[src/rtl/accum_drain_pkg.sv]
// accum_drain_pkg: shared widths, the sizing helper and the drain FSM state type.
// Latency: none, declarations only.
// Backpressure: not applicable.
package accum_drain_pkg;

    // Bits needed to index n items (ceil(log2(n))), never less than 1.
    function automatic int bw(input int n);
        int r;
        r = 1;
        for (int i = 1; i < 31; i++) begin
            if ((1 << i) < n) r = i + 1;
        end
        return r;
    endfunction

    localparam int RES_W = 24;          // accumulator result width per lane
    localparam int BATCH = 2;           // lanes per buffer entry
    localparam int SH_W  = bw(RES_W);   // shift-amount width

    typedef enum logic [1:0] {
        IDLE  = 2'd0,
        DRAIN = 2'd1,
        FLUSH = 2'd2,
        DONE  = 2'd3
    } drain_fsm_t;

endpackage

[src/rtl/accum_drain_if.sv]
// accum_drain_if: buffer read port plus the quantized output stream.
// Latency: none, wires only.
// Backpressure: out_ready from the consumer stalls out_valid/out_data.
// master = drain block (drives rd_addr, out_data, out_valid);
// slave  = buffer/consumer side (drives rd_data, out_ready).
interface accum_drain_if #(
    parameter int ADDR_W = 8,
    parameter int DATA_W = 16
);
    logic [ADDR_W-1:0]                                         rd_addr;
    logic [accum_drain_pkg::BATCH*accum_drain_pkg::RES_W-1:0]  rd_data;
    logic [accum_drain_pkg::BATCH*DATA_W-1:0]                  out_data;
    logic                                                      out_valid;
    logic                                                      out_ready;

    modport master (
        output rd_addr,
        input  rd_data,
        output out_data,
        output out_valid,
        input  out_ready
    );

    modport slave (
        input  rd_addr,
        output rd_data,
        input  out_data,
        input  out_valid,
        output out_ready
    );
endinterface

[src/rtl/accum_drain_res_quant.sv]
// res_quant: one lane of round-half-up, arithmetic right shift and signed saturation.
// Latency: 1 cycle (output registered, free-running).
// Backpressure: none; the caller only pushes results it has credit for.
// Ports: clk, rst, shift (right-shift amount), in_dat (RES_W signed), out_dat (DATA_W signed).
// ACCUM_DRAIN_RELU_EN: when defined, negative inputs are zeroed before rounding.
module res_quant
    import accum_drain_pkg::*;
#(
    parameter int DATA_W = 16
) (
    input  logic              clk,
    input  logic              rst,
    input  logic [SH_W-1:0]   shift,
    input  logic [RES_W-1:0]  in_dat,
    output logic [DATA_W-1:0] out_dat
);
    localparam logic signed [RES_W:0] MAX_V = (RES_W+1)'((1 << (DATA_W-1)) - 1);
    localparam logic signed [RES_W:0] MIN_V = ~MAX_V;

    logic signed [RES_W:0] x_ext;
    logic signed [RES_W:0] rnd;
    logic signed [RES_W:0] sum;
    logic signed [RES_W:0] t;
    logic [DATA_W-1:0]     sat;

    // One extra bit of headroom keeps the rounding add from wrapping.
    always_comb begin
        x_ext = {in_dat[RES_W-1], in_dat};
`ifdef ACCUM_DRAIN_RELU_EN
        if (in_dat[RES_W-1]) x_ext = '0;
`endif
        rnd = '0;
        if (shift != '0) rnd = (RES_W+1)'(1) << (shift - 1'b1);
        sum = x_ext + rnd;
        t   = sum >>> shift;
        if (t > MAX_V)      sat = {1'b0, {(DATA_W-1){1'b1}}};
        else if (t < MIN_V) sat = {1'b1, {(DATA_W-1){1'b0}}};
        else                sat = t[DATA_W-1:0];
    end

    always_ff @(posedge clk) begin
        if (rst) out_dat <= '0;
        else     out_dat <= sat;
    end
endmodule

[src/rtl/accum_drain.sv]
// accum_drain: sweeps the accumulation buffer read port and streams quantized lanes out.
// Latency: first beat out_valid RD_LAT+2 cycles after the start cycle, then 1 beat/cycle.
// Backpressure: credit-gated reads into an RD_LAT+2 deep FIFO; out_data holds while stalled.
// Ports: start/len/base_addr/shift (sampled on accepted start), busy, done,
//        bus (master): rd_addr -> buffer, rd_data <- buffer, out_data/out_valid/out_ready stream.
// ACCUM_DRAIN_RELU_EN: optional ReLU inside res_quant, latency unchanged.
module accum_drain
    import accum_drain_pkg::*;
#(
    parameter int DEPTH  = 256,
    parameter int RD_LAT = 2,
    parameter int DATA_W = 16
) (
    input  logic                 clk,
    input  logic                 rst,
    input  logic                 start,
    input  logic [bw(DEPTH):0]   len,
    input  logic [bw(DEPTH)-1:0] base_addr,
    input  logic [SH_W-1:0]      shift,
    output logic                 busy,
    output logic                 done,
    accum_drain_if.master        bus
);
    localparam int ADDR_W     = bw(DEPTH);
    localparam int FIFO_DEPTH = RD_LAT + 2;
    localparam int CNT_W      = bw(FIFO_DEPTH + 1);
    localparam int PTR_W      = bw(FIFO_DEPTH);

    drain_fsm_t              state_q, state_d;
    logic [ADDR_W-1:0]       addr_q;
    logic [ADDR_W:0]         remain_q;
    logic [SH_W-1:0]         shift_q;
    logic                    issue, has_credit, push, pop;
    logic [RD_LAT-1:0]       pipe_vld;
    logic                    q_vld;
    logic [BATCH*DATA_W-1:0] q_dat;
    logic [BATCH*DATA_W-1:0] fifo_mem [FIFO_DEPTH];
    logic [PTR_W-1:0]        wr_ptr, rd_ptr;
    logic [CNT_W-1:0]        cnt_q, inflight_q;

    function automatic logic [ADDR_W-1:0] addr_inc(input logic [ADDR_W-1:0] a);
        return (a == ADDR_W'(DEPTH - 1)) ? '0 : a + 1'b1;
    endfunction

    function automatic logic [PTR_W-1:0] ptr_inc(input logic [PTR_W-1:0] p);
        return (p == PTR_W'(FIFO_DEPTH - 1)) ? '0 : p + 1'b1;
    endfunction

    // Slots already spoken for: FIFO entries plus reads still in the pipe.
    // A pop this cycle frees a slot immediately.
    assign has_credit = ((CNT_W+1)'(cnt_q) + (CNT_W+1)'(inflight_q))
                      < ((CNT_W+1)'(FIFO_DEPTH) + (CNT_W+1)'(pop));

    // The first read goes out in the start cycle itself (everything is empty
    // in IDLE, so credit is guaranteed); later reads come from addr_q.
    assign bus.rd_addr = (state_q == IDLE && start) ? base_addr : addr_q;

    always_comb begin
        state_d = state_q;
        issue   = 1'b0;
        busy    = 1'b0;
        done    = 1'b0;
        unique case (state_q)
            IDLE: begin
                if (start) begin
                    if (len == '0) begin
                        state_d = FLUSH;
                    end else begin
                        issue   = 1'b1;
                        state_d = (len == (ADDR_W+1)'(1)) ? FLUSH : DRAIN;
                    end
                end
            end
            DRAIN: begin
                busy = 1'b1;
                if (has_credit) begin
                    issue = 1'b1;
                    if (remain_q == (ADDR_W+1)'(1)) state_d = FLUSH;
                end
            end
            FLUSH: begin
                busy = 1'b1;
                // Leave as the last beat handshakes so done follows it by one cycle.
                if (inflight_q == '0 &&
                    (cnt_q == '0 || (cnt_q == CNT_W'(1) && pop)))
                    state_d = DONE;
            end
            DONE: begin
                done    = 1'b1;
                state_d = IDLE;
            end
            default: state_d = IDLE;
        endcase
    end

    always_ff @(posedge clk) begin
        if (rst) begin
            state_q  <= IDLE;
            addr_q   <= '0;
            remain_q <= '0;
            shift_q  <= '0;
        end else begin
            state_q <= state_d;
            if (state_q == IDLE && start) begin
                shift_q  <= shift;
                remain_q <= len - 1'b1;
                addr_q   <= addr_inc(base_addr);
            end else if (issue) begin
                remain_q <= remain_q - 1'b1;
                addr_q   <= addr_inc(addr_q);
            end
        end
    end

    // Valid bits ride alongside the RAM latency; q_vld lines up with res_quant output.
    always_ff @(posedge clk) begin
        if (rst) begin
            pipe_vld <= '0;
            q_vld    <= 1'b0;
        end else begin
            pipe_vld[0] <= issue;
            for (int i = 1; i < RD_LAT; i++) pipe_vld[i] <= pipe_vld[i-1];
            q_vld <= pipe_vld[RD_LAT-1];
        end
    end

    for (genvar g = 0; g < BATCH; g++) begin : g_lane
        res_quant #(.DATA_W(DATA_W)) u_quant (
            .clk     (clk),
            .rst     (rst),
            .shift   (shift_q),
            .in_dat  (bus.rd_data[g*RES_W +: RES_W]),
            .out_dat (q_dat[g*DATA_W +: DATA_W])
        );
    end

    assign push          = q_vld;
    assign pop           = (cnt_q != '0) && bus.out_ready;
    assign bus.out_valid = (cnt_q != '0);
    assign bus.out_data  = fifo_mem[rd_ptr];

    always_ff @(posedge clk) begin
        if (rst) begin
            wr_ptr     <= '0;
            rd_ptr     <= '0;
            cnt_q      <= '0;
            inflight_q <= '0;
            for (int i = 0; i < FIFO_DEPTH; i++) fifo_mem[i] <= '0;
        end else begin
            if (push) begin
                fifo_mem[wr_ptr] <= q_dat;
                wr_ptr           <= ptr_inc(wr_ptr);
            end
            if (pop) rd_ptr <= ptr_inc(rd_ptr);
            cnt_q      <= cnt_q + CNT_W'(push) - CNT_W'(pop);
            inflight_q <= inflight_q + CNT_W'(issue) - CNT_W'(push);
        end
    end

    fifo_no_overflow: assert property (@(posedge clk) disable iff (rst)
        !(push && !pop && cnt_q == CNT_W'(FIFO_DEPTH)));
endmodule

[src/flat_wrapper.sv]
// flat-port wrapper written by rule: the top's interface ports become plain ports
module accum_drain_flat import accum_drain_pkg::*;
#(
    parameter int DEPTH  = 256,
    parameter int RD_LAT = 2,
    parameter int DATA_W = 16
)
  (clk, rst, start, len, base_addr, shift, busy, done, bus_rd_addr, bus_rd_data, bus_out_data, bus_out_valid, bus_out_ready);
  accum_drain_if #(.ADDR_W((bw(DEPTH))), .DATA_W(DATA_W)) bus_i ();
  input  logic clk;
  input  logic rst;
  input  logic start;
  input  logic [bw(DEPTH):0] len;
  input  logic [bw(DEPTH)-1:0] base_addr;
  input  logic [SH_W-1:0] shift;
  output logic busy;
  output logic done;
  output wire logic [$bits(bus_i.rd_addr)-1:0] bus_rd_addr;
  input wire logic [$bits(bus_i.rd_data)-1:0] bus_rd_data;
  output wire logic [$bits(bus_i.out_data)-1:0] bus_out_data;
  output wire logic [$bits(bus_i.out_valid)-1:0] bus_out_valid;
  input wire logic [$bits(bus_i.out_ready)-1:0] bus_out_ready;
  assign bus_rd_addr = bus_i.rd_addr;
  assign bus_i.rd_data = bus_rd_data;
  assign bus_out_data = bus_i.out_data;
  assign bus_out_valid = bus_i.out_valid;
  assign bus_i.out_ready = bus_out_ready;
  accum_drain #(.DEPTH(DEPTH), .RD_LAT(RD_LAT), .DATA_W(DATA_W)) u_core (.clk(clk), .rst(rst), .start(start), .len(len), .base_addr(base_addr), .shift(shift), .busy(busy), .done(done), .bus(bus_i));
endmodule
[config.mk]
export PLATFORM = sky130hd
export DESIGN_NAME = accum_drain_flat
export DESIGN_NICKNAME = d
export VERILOG_FILES = /design/src/rtl/accum_drain_pkg.sv /design/src/rtl/accum_drain_if.sv /design/src/rtl/accum_drain_res_quant.sv /design/src/rtl/accum_drain.sv /design/src/flat_wrapper.sv
export SDC_FILE = /design/constraint.sdc
export NUM_CORES = 1
export LEC_CHECK = 0
export BUFFER_PORTS_ARGS = -buffer_cell sky130_fd_sc_hd__clkbuf_2
export CAP_MARGIN = 40
export CORE_MARGIN = 3
export CORE_UTILIZATION = 55
export CTS_BUF_LIST = sky130_fd_sc_hd__clkbuf_8
export DETAILED_ROUTE_END_ITERATION = 12
export GPL_ROUTABILITY_DRIVEN = 1
export PLACE_DENSITY_LB_ADDON = 0.05
export SLEW_MARGIN = 30
export SYNTH_ARGS = -nofsm -noshare
export SYNTH_HDL_FRONTEND = slang
export SYNTH_SLANG_ARGS = --single-unit
[constraint.sdc]
create_clock -name clk -period 11.6 [get_ports clk]
set_clock_uncertainty 0.2 [all_clocks]
set_input_delay 1.74 -clock clk [delete_from_list [all_inputs] [get_ports clk]]
set_output_delay 1.74 -clock clk [all_outputs]
set_load 0.01 [all_outputs]
; ---- Word level (Yosys, flattened, before mapping)
; Memories as Yosys holds them, arrays and structs flattened. A register that Yosys moved wholly into a read port is not among the register bits.
; Cells that the tools add are included.
[classes]
shifts = 3
reduce_logical = 17
n_eq_ne = 14
muxes = 37
n_addsub = 15
n_lt_le_gt_ge = 5
[op_table]
columns = operator, n
row1 = $add A24 B25 Y25, 2
row2 = $gt A25 B16 Y1 const B, 2
row3 = $lt A25 B16 Y1 const B, 2
row4 = $sshr A25 B5 Y25, 2
row5 = $mux W8, 5
row6 = $mux W16, 2
row7 = $mux W32, 1
row8 = $reduce_or A32 Y1, 1
row9 = $mux W15, 2
row10 = $mux W25, 1
row11 = $shl A1 B5 Y25 const A, 1
row12 = $mux W2, 11
row13 = $eq A9 B1 Y1 const B, 2
row14 = $mux W9, 2
row15 = $sub A9 B1 Y9 const B, 2
row16 = $add A8 B1 Y8 const B, 2
row17 = $eq A8 B8 Y1 const B, 2
row18 = $mux W1, 11
row19 = $logic_not A9 Y1, 1
row20 = $eq A2 B2 Y1 const B, 4
row21 = $pmux W2 S4, 1
row22 = $add A3 B1 Y3, 2
row23 = $logic_not A3 Y1, 2
row24 = $ne A2 B1 Y1 const B, 3
row25 = 18 further kinds, 25
[word_totals]
in_bits = 74
out_inout_bits = 43
reg_bits = 69
ram_bits = 128
memories = 1
[memory_table]
columns = name, depth, width, read_ports, rd_clocked_by_memory_dff, write_ports, line
row1 = u_core.fifo_mem, 4, 32, 1, 1, 4, accum_drain.sv:37  ; logic [BATCH*DATA_W-1:0] fifo_mem [FIFO_DEPTH];

; ---- Longest topological paths before layout
[depth]
word_depth = 8
mapped_depth = 23
ltp_nobuf = 17

; ---- Cells and area by module
; A second synthesis with hierarchy kept.
[hier_totals]
hier_cells = 1786
area_unflattened_um2 = 15952.8
[modules_own_cells]
columns = mod, cells_each, n_inst, area_per_inst_um2
row1 = accum_drain, 628, 1, 8015.2
row2 = res_quant (u_core.g_lane[0].u_quant), 592, 1, 4008.8
row3 = res_quant (u_core.g_lane[1].u_quant), 566, 1, 3928.8

; ---- Worst setup path after synthesis
; Ideal clock, no wire load.
[synth_timing]
path_kind = input port to flip-flop
from = in bus_rd_data[35]
to = reg u_core.g_lane[1].u_quant.out_dat[11]
arrival_time_ns = 5.234
n_path_buf = 2
cell_stages = 15
slack_ns = 6.073
required_time_ns = 11.308
path_cell_list = ha_1 -> clkbuf_1 -> a21o_1 -> a31o_2 -> maj3_1 -> a31o_2 -> o31a_1 -> o311ai_2 -> a211oi_1 -> or3_4 -> o211ai_2 -> nor4b_2 -> a311o_2 -> buf_6 -> o32ai_1
[synth_via]
elab_chain_len = 5
elab_cells_between_ends = 6
classes_between = add/sub: 1 / order compare: 2 / shift: 1 / mux: 2
[synth_rtl]
columns = element, line
row1 = from (decl), flat_wrapper.sv:19  ; input wire logic [$bits(bus_i.rd_data)-1:0] bus_rd_data;
row2 = $add A24 B25 Y25 (*), accum_drain_res_quant.sv:34  ; sum = x_ext + rnd;
row3 = $sshr A25 B5 Y25 (*), accum_drain_res_quant.sv:35  ; t = sum >>> shift;
row4 = $lt A25 B16 Y1, accum_drain_res_quant.sv:37  ; else if (t < MIN_V) sat = {1'b1, {(DATA_W-1){1'b0}}};
row5 = $mux W16, accum_drain_res_quant.sv:37
row6 = $mux W15 (*), accum_drain_res_quant.sv:36  ; if (t > MAX_V) sat = {1'b0, {(DATA_W-1){1'b1}}};
row7 = to (signal assigned), accum_drain_res_quant.sv:43  ; else out_dat <= sat;
row8 = to (decl), accum_drain_res_quant.sv:15  ; output logic [DATA_W-1:0] out_dat
; Every way passes the cells marked *; elsewhere a longest branch is shown, timed or not.
; A chain may end at the register's enable or synchronous reset.

; ---- Worst setup path in the final report
[layout_timing]
from = reg u_core.shift_q[2]
to = reg u_core.g_lane[0].u_quant.out_dat[4]
[layout_via]
elab_chain_len = 8
elab_cells_between_ends = 10
classes_between = add/sub: 2 / order compare: 2 / shift: 2 / mux: 3 / reduce/logical: 1
[layout_rtl]
columns = element, line
row1 = from (decl), accum_drain.sv:32  ; logic [SH_W-1:0] shift_q;
row2 = from (signal assigned), accum_drain.sv:105  ; shift_q <= shift;
row3 = $sub A5 B1 Y5, accum_drain_res_quant.sv:33  ; if (shift != '0) rnd = (RES_W+1)'(1) << (shift - 1'b1);
row4 = $shl A1 B5 Y25, accum_drain_res_quant.sv:33
row5 = $mux W25, accum_drain_res_quant.sv:33
row6 = $add A24 B25 Y25, accum_drain_res_quant.sv:34
row7 = $sshr A25 B5 Y25 (*), accum_drain_res_quant.sv:35
row8 = $lt A25 B16 Y1, accum_drain_res_quant.sv:37
row9 = $mux W16, accum_drain_res_quant.sv:37
row10 = $mux W15 (*), accum_drain_res_quant.sv:36
row11 = to (signal assigned), accum_drain_res_quant.sv:43
row12 = to (decl), accum_drain_res_quant.sv:15
; Marked as above.

==> results.md <==
- Final setup viols: 0
- Hold Crit Start: u_core.pipe_vld[0]
- Nets@finish: 2,081
- Vias per inst: 6.832
- Synth Area in Adders: 3.891%
- Status: finished, final reports clean
- XOR/XNOR share of the synthesized area: 4.140%
- Cells after Synth: 1,941
- Count of cell types in the netlist: 136
- Power density over the cells: 141.2 nW/µm²
- Hold Crit Class: register to register
- Max cap viols: 0
- WP data required: 11,720 ps
- CP Launch Type: register
- VDD IR max: 97.43 µV
- Final core utilization: 60.19%
- Rows: 64
- Total grt overflow: 0
- Synth Warn #: 0
- Resized cells post-CTS: 0
- Area leader, netlist: edfxtp_1
- FFs w/ async S/R, synth: 0%
- Simple-gate share of the synthesized area: 22.67%
- Clk Latency, worst-skew pair: roughly 470 ps
- Initial detailed-routing violation count: 1,642
- First-pass GRT wire length: 87.09 mm
- Maximum clock frequency: around 140 MHz
- Port Buf Inserts: 116
- Static leakage: 7.343 nW
- # diodes: 0
- Die W: 184.7 µm
- Hold Violations, Final: 0
- Share of the synthesized area in the top cell type: a little over a fifth
- Synth Cell Area: 17,560 µm²
- Design Area, Final: 18,650 µm²
- Setup CP Type: register to register
- Initial Utilization: 56.66%
- Period utilization: 60.73%
- Core ar.: about 31,000 µm²
- EDFF count, synth: 128
- Final worst path period need: 7045 ps
- #FFs+latches synth: 199
- Setup TNS: 0 ps
- Unrepaired setup endpoints after global routing: false
- Number of buffers created by CTS: 17
- Ranking of synthesized cells by area: edfxtp_1, dfxtp_1, mux4_2
- Synth Area in Compound Gates: 25.01%
- Post-DR wirelength/cell: 23.79 µm
- CTS tree: yes
- Overall power: between 2 and 3 mW
- Slew margin rel.: 32.76%
- Die area: 34,110 µm²
- Mean Syn Cell Area: 9.047 µm²
- CP max FO: 67
- Dpl hpwl: around 41 mm
- Setup bufs post-CTS: 0
- Io pins: 117
- CTS Buffer Depth: 2
- Reg2reg start: u_core.shift_q[2]
- H-tree Lvls: 4
- Worst setup startpoint: u_core.shift_q[2]
- Tightest Pin Transition: between 1000 and 1500 ps
- Hold_buf cts: 0
- Remaining design rule violation count: 0
- GPL Wtd Cong: 1.040
- Post-Route WL: 56.34 mm
- Area grow syn2layout: 6.235%
- Routed Antenna Nets: 0
- Post-synthesis mux area share: 9.142%
- Die height: around 180 µm
- Main synth FF type: edfxtp_1
- Vias in the first global route: 15.07k
- Pin count of the biggest net entering global routing: 68
- Worst Hold Slack: 244.8 ps
- Via count: 16.18k
- 1st-pass router iterations: 6
- Largest family of logic cells by synthesized area: compound AO/OA/AOI/OAI gates
- Final number of max-transition violations: 0
- Reg clk slew, reported paths: ~100 ps
- Syn Nets: 2,063
- Layout cells sized above 1: 18.15%
- Sequential area share after synthesis: 29.98%
- CP arrival: 7170 ps
- Clock Sinks: slightly below 200
- CP endpoint kind: register
- CTS root buf: clkbuf_8
- Initial antenna violation count: 0
- Global Route Usage Sum: between 30 and 40%
- Area of placed instances: about 18,000 µm²
[critical path: stages (launching register included)]
cell and delay, ps:
dfxtp_2 330, buf_4 590, clkinv_1 150, buf_4 320
nor2_1 480, nand2_1 290, nor2_1 320, ha_1 430
a21oi_1 220, nand2_1 110, o21a_1 240, o41ai_2 650
o2111ai_1 410, and3_1 340, nor2_1 360, a221o_1 270
nor3_1 50, and4b_1 230, o31ai_4 690, o41ai_2 180
[Yosys cell counts, types with 18 or more instances]
cell type and instances:
nand2_1 168, nor2_1 155, clkbuf_1 98, edfxtp_1 128, mux4_2 48, xor2_1 26
nor3_1 31, mux2i_1 34, a21oi_1 96, dfxtp_1 71, a211oi_1 34, a21o_1 26
and2_1 117, nand3_1 50, and3_1 50, buf_1 18, xnor2_1 50, a31oi_1 31
inv_1 44, o21ai_0 76, ha_1 45, o211ai_1 29, o31ai_1 21
[worst paths after layout]
kind,cells past startpoint,slack [ps],end
max,19,4560,u_core.g_lane[0].u_quant.out_dat[4]
min,1,240,u_core.pipe_vld[1]
max reg2reg,19,4560,u_core.g_lane[0].u_quant.out_dat[4]
min reg2reg,1,240,u_core.pipe_vld[1]
[power by group]
part | internal, mW | switching (mW) | total (mW)
registers | 0.831 | 0.0765 | 0.907
clock network | 0.204 | 0.226 | 0.430
logic | 0.490 | 0.806 | 1.30
[cells in the final DEF (no fill, tap or decap), drive strengths merged, types with 12 or more instances in the layout]
cell      n
nor4     13
o21ai    96
buf      35
o31ai    30
nor2b    15
xor2     27
or2      13
or3      17
a21o     27
ha       45
mux4     48
nor2    159
a211oi   36
a31oi    31
nand4    16
o211ai   33
dfxtp    71
mux2     16
and3     50
clkbuf  136
a221oi   12
a21oi   105
nor3     33
o21a     14
xnor2    50
nand2   169
o32ai    14
inv      47
and2    119
nand3    50
edfxtp  128
o22ai    15
nand2b   17
mux2i    34
[flip-flops by register name, indices dropped and copies added (netlist names), named ones only]
register                       cells
u_core.fifo_mem                  128
u_core.g_lane.u_quant.out_dat     32
u_core.remain_q                    9
u_core.addr_q                      8
u_core.shift_q                     5
u_core.cnt_q                       3
u_core.inflight_q                  3
u_core.pipe_vld                    2
u_core.rd_ptr                      2
u_core.state_q                     2
u_core.wr_ptr                      2
u_core.push                        1
[area by class of cell]
type / instances / area [µm²]
Clock inverter: 12 / 110.1
Inverter: 47 / 176.4
Fill cell: 2737 / 12340
Clock buffer: 20 / 275.3
Sequential cell: 199 / 5273
Tap cell: 396 / 495.5
Multi-Input combinational cell: 1542 / 11410
Timing Repair Buffer: 152 / 917.1
[through the flow]
| step | setup WS (ps) | std cells |
|---|---|---|
| 3_3_place_gp | 4770 | 2329 |
| 4_1_cts | 4746 | 2366 |
| 3_5_place_dp | 4783 | 2334 |
| 5_1_grt | 4339 | 2368 |
| 2_1_floorplan | 6073 | 1941 |
| 6_report | 4555 | 2368 |
[metal layers]
| layer | vias to the layer above | global-route usage, % | share of wire [%] |
|---|---|---|---|
| met5 | - | 0 | 0 |
| met4 | 0 | 14.41 | 4.7 |
| met3 | 174 | 4.164 | 7.3 |
| met2 | 784 | 51.05 | 45 |
| met1 | 7767 | 45.22 | 43 |
| li1 | 7452 | - | - |
[kinds of logic (layout without fill, tap and decap cells)]
kind of cell	count (synthesis)	after routing
compound gates	577	577
xor+xnor	79	79
fa+ha+maj	54	54
buf+inv	200	231
flops	199	199
mux	98	98
simple gates	734	734
(Power assumes the default switching activity.)
